<file path="config.mk">
export PLATFORM = sky130hd
export DESIGN_NAME = fs_inst_queue
export DESIGN_NICKNAME = d
export VERILOG_FILES = /design/src/rtl/fs_inst_queue.sv
export SDC_FILE = /design/constraint.sdc
export NUM_CORES = 1
export LEC_CHECK = 0
export ABC_AREA = 1
export BUFFER_PORTS_ARGS = -buffer_cell sky130_fd_sc_hd__buf_4
export CORE_ASPECT_RATIO = 1.2
export CORE_UTILIZATION = 57
export DETAILED_ROUTE_END_ITERATION = 12
export PLACE_DENSITY = 0.86
export SYNTH_ARGS = -nofsm -noshare
export SYNTH_HDL_FRONTEND = slang
export SYNTH_SLANG_ARGS = --single-unit
</file>
<file path="constraint.sdc">
create_clock -name clk -period 6.4 [get_ports clk]
set_input_delay 0.96 -clock clk [delete_from_list [all_inputs] [get_ports clk]]
set_output_delay 0.96 -clock clk [all_outputs]
set_load 0.01 [all_outputs]
</file>
<file path="src/rtl/fs_inst_queue.sv">
// In-order instruction queue between IF and ID. Registered allowin toward IF breaks
// the combinational ds_allowin -> fs_allowin path; blocks after an exception packet.
module fs_inst_queue #(
  parameter int DATA_W = 73,
  parameter int EXC_W  = 8,
  parameter int DEPTH  = 4
) (
  input  logic                       clk,
  input  logic                       resetn,
  input  logic                       fs2ds_valid,
  input  logic [DATA_W-1:0]          fs2ds_bus,
  output logic                       iq_allowin,
  output logic                       iq2ds_valid,
  output logic [DATA_W-1:0]          iq2ds_bus,
  input  logic                       ds_allowin,
  input  logic                       flush,
  output logic [$clog2(DEPTH):0]     iq_count
);

  localparam int PTR_W = $clog2(DEPTH);
  localparam int CNT_W = PTR_W + 1;

  logic [DATA_W-1:0] mem_q [DEPTH];
  logic [PTR_W-1:0]  wptr_q, wptr_d;
  logic [PTR_W-1:0]  rptr_q, rptr_d;
  logic [CNT_W-1:0]  cnt_q, cnt_d;
  logic              ex_block_q, ex_block_d;
  logic              full_s, empty_s, push_s, pop_s;

  function automatic logic pkt_exc(input logic [DATA_W-1:0] p);
    return (|p[DATA_W-1 -: EXC_W]) | p[0];
  endfunction

  assign full_s      = (cnt_q == CNT_W'(DEPTH));
  assign empty_s     = (cnt_q == {CNT_W{1'b0}});
  // allowin depends only on registers, so a same-cycle pop cannot make room for a push
  assign iq_allowin  = ~full_s & ~ex_block_q;
  assign push_s      = fs2ds_valid & iq_allowin & ~flush;
  assign iq2ds_valid = ~empty_s & ~flush;
  assign pop_s       = iq2ds_valid & ds_allowin;
  assign iq2ds_bus   = mem_q[rptr_q];
  assign iq_count    = cnt_q;

  // Next-state for pointers, occupancy and the exception block flag
  always_comb begin
    wptr_d     = wptr_q;
    rptr_d     = rptr_q;
    cnt_d      = cnt_q;
    ex_block_d = ex_block_q;
    if (flush) begin
      wptr_d     = {PTR_W{1'b0}};
      rptr_d     = {PTR_W{1'b0}};
      cnt_d      = {CNT_W{1'b0}};
      ex_block_d = 1'b0;
    end else begin
      if (push_s) begin
        wptr_d = wptr_q + PTR_W'(1);
      end else begin
        wptr_d = wptr_q;
      end
      if (pop_s) begin
        rptr_d = rptr_q + PTR_W'(1);
      end else begin
        rptr_d = rptr_q;
      end
      case ({push_s, pop_s})
        2'b10:   cnt_d = cnt_q + CNT_W'(1);
        2'b01:   cnt_d = cnt_q - CNT_W'(1);
        default: cnt_d = cnt_q;
      endcase
      if (push_s && pkt_exc(fs2ds_bus)) begin
        ex_block_d = 1'b1;
      end else begin
        ex_block_d = ex_block_q;
      end
    end
  end

  // Control state registers
  always_ff @(posedge clk or negedge resetn) begin
    if (!resetn) begin
      wptr_q     <= {PTR_W{1'b0}};
      rptr_q     <= {PTR_W{1'b0}};
      cnt_q      <= {CNT_W{1'b0}};
      ex_block_q <= 1'b0;
    end else begin
      wptr_q     <= wptr_d;
      rptr_q     <= rptr_d;
      cnt_q      <= cnt_d;
      ex_block_q <= ex_block_d;
    end
  end

  // Packet storage; contents are meaningless outside the occupied window
  always_ff @(posedge clk) begin
    if (push_s) begin
      mem_q[wptr_q] <= fs2ds_bus;
    end
  end

endmodule

</file>
==> results.txt <==
status -> finished, final reports clean
Post-Syn Area per Cell -> 14.6 um2
worst-skew pair later-pin latency -> 0.53 ns
Starting Density -> 0.583
grt total ovfl -> 0
Die W -> 131 um
post-route insts no fill -> 1209
count leader, synth -> edfxtp_1
power share of the sequential group -> 0.469
top_reg_cell synth -> edfxtp_1
DR pass1 iterations -> 5
cell-internal power -> 3.58 mW
num rows -> 56
f_max -> 228 MHz
share of layout cells above drive strength 1 -> 0.225
crit-path cells -> inv_4 > buf_4 > o21ai_0 > o22ai_1 > buf_4
CTS Buf Count -> 27
largest cells by area after synthesis -> edfxtp_1, nor2_1, o22ai_1, o21ai_0, o21ai_1
final setup violation count -> 0
Port Buf Inserts -> 155
startpoint types -> flop
YS warnings -> 0
routed len/inst -> 18.8 um
Fin. Hold Viols -> 0
Synth Instances -> 782
initial antenna violation count -> 1
# hold bufs at CTS -> 0
post-synth top area share -> 0.770
vias in the first global route -> 6663
Clock Tree Root -> clkbuf_16
sequential share of the synthesized area -> 0.787
post-synth cell types -> 28
Worst EP arrival -> 3.42 ns
fin crit share -> 0.685
CTS tree -> yes
Core Region -> 19500 um2
Post-DRT Antenna Nets -> 0
Tot GR Track Use -> 0.222
Die Area -> 20600 um2
pin count of the biggest net entering global routing -> 86
clk slew on worst S/H paths -> 0.06 ns
I/O pin total -> 156
hpwl dp -> 12700 um
nets -> 1009
Fillers -> 1262
Final min period -> 4.38 ns
Post-Place Cells -> 1158
Switch Pwr -> 1.42 mW
post-place setup slack -> 2.66 ns
Req. time, crit path -> 5.44 ns
area of the multi-input gates -> 2050 um2
Clk pwr share -> 0.300
DR vias/cell -> 5.68
CTS sink count -> 300
post-synthesis async set-or-reset flop share -> 0.0267
P&R area growth vs syn -> 18.3%
H-tree depth -> 1
Cell Pwr Density -> 371 nW/um2
Most common cell on crit path -> buf_4
Register Area -> 8970 um2
Post-synth EDFFs -> 292
TNS Setup -> 0 ns
Mapped Area -> 11400 um2
Yosys reg bits -> 300
Slew Viols, Final -> 0
Worst setup EP type -> output pin
first-pass GRT wire length -> 33900 um
measured slew at the worst slew-check pin -> 1.25 ns
final wirelength -> 22700 um
unrepaired setup endpoints after global routing -> false
worst slew margin relative to its limit -> 0.164
peak supply drop -> 346 uV
max_cap viols -> 0
residual DRC count -> 0
CP peak stage delay -> 0.75 ns
Worst Hold Class -> input pin to asynchronous set/reset pin
Placer Congestion -> 0.775
kind of critical path -> flop to output pin
Leak -> 4.72 nW
Final WS setup -> 2.02 ns
total number of vias -> 6868
post_cts resized -> 0
CTS max path bufs -> 3
CP max stage cell -> inv_4
post-synthesis net count -> 865
Switching Fraction -> 0.284
post-synth top area cell -> edfxtp_1
crit path max fanout -> 85
synth cell count leaders -> edfxtp_1, nor2_1, o21ai_0, o22ai_1, o21ai_1
Post-CTS Setup Bufs -> 0
Comb pwr share -> 0.231
Die Y -> 157 um
initial DRC count -> 513
Clock Skews -> 0.0178 ns
worst paths after layout:
check,endpoint,slack (ns),from,depth (start not counted)
max,iq2ds_bus[65],2.02,rptr_q[0]$_DFFE_PN0P_,5
min,iq_count[2]$_DFFE_PN0P_,0.26,resetn,1
max reg2reg,mem_q[2][32]$_DFFE_PP_,3.28,iq_count[0]$_DFFE_PN0P_,7
min reg2reg,ex_block_q$_DFFE_PN0P_,0.58,ex_block_q$_DFFE_PN0P_,2
max in group asynchronous,rptr_q[0]$_DFFE_PN0P_,5.99,resetn,1
min in group clk,ex_block_q$_DFFE_PN0P_,0.58,ex_block_q$_DFFE_PN0P_,2
layer usage:
metal | global-route usage | wire [um] | vias to the layer above
li1 | - | - | 3215
met1 | 0.264 | 8590 | 3342
met2 | 0.403 | 12000 | 273
met3 | 0.0379 | 1530 | 38
met4 | 0.0766 | 574 | 0
met5 | 0 | 0 | -
worst max-delay path: cells and delay by family (launching register included):
family,cells,cell delay (ns)
buf+inv,3,1.58
flops,1,0.74
compound gates,2,0.47
power groups by stage:
stage | clock, mW | sequential (mW) | combinational [mW]
2_1_floorplan | 0 | 2.35 | 0.744
3_3_place_gp | 0 | 2.38 | 1.13
3_5_place_dp | 0 | 2.39 | 1.16
4_1_cts | 1.52 | 2.35 | 1.16
5_1_grt | 1.61 | 2.36 | 1.26
6_report | 1.50 | 2.35 | 1.16
per-stage QoR:
stage | cell area, um2 | util | total power [mW] | hold slack [ns]
after detailed placement | 12600 | 0.647 | 3.55 | 0.568
after global placement | 12600 | 0.647 | 3.51 | 0.568
after CTS | 13500 | 0.689 | 5.03 | 0.241
after floorplan | 11400 | - | 3.09 | 0.527
final | 13500 | 0.690 | 5.00 | 0.258
after global routing | 13500 | 0.690 | 5.23 | 0.237
layout by cell type (no fill, tap or decap), types with 7 or more instances in the layout:
| cell type | Yosys | routed |
|---|---|---|
| buf_4 | 5 | 163 |
| clkbuf_1 | 17 | 7 |
| clkbuf_16 | 0 | 27 |
| clkinv_1 | 0 | 9 |
| edfxtp_1 | 292 | 292 |
| inv_1 | 14 | 14 |
| nand2_1 | 18 | 18 |
| nor2_1 | 154 | 150 |
| o21ai_0 | 91 | 91 |
| o21ai_1 | 60 | 60 |
| o22ai_1 | 73 | 73 |
sequential cells by signal (all words and copies together) (netlist names):
register    flops
rptr_q          2
wptr_q          2
mem_q         292
ex_block_q      1
iq_count        3
cell type report:
cell class	count	share of cell area
flip-flops and latches	300	0.666
multi-input cells	416	0.152
repair buffers	163	0.0908
clock buffers	34	0.0521
well taps	261	0.0242
clock inverters	16	0.00947
inverters	18	0.00520
diodes	1	0.000186
logic make-up after synthesis:
kind of cell               after synthesis  share of synthesized area
DFF                                    300                      0.787
AOI/OAI and AO/OA                      226                      0.107
and+or+nand+nor                        184                     0.0635
buffers and inverters                   66                     0.0352
adders and majority gates                5                    0.00615
xor gates and xnor gates                 1                   0.000769
(Power assumes the default switching activity.)
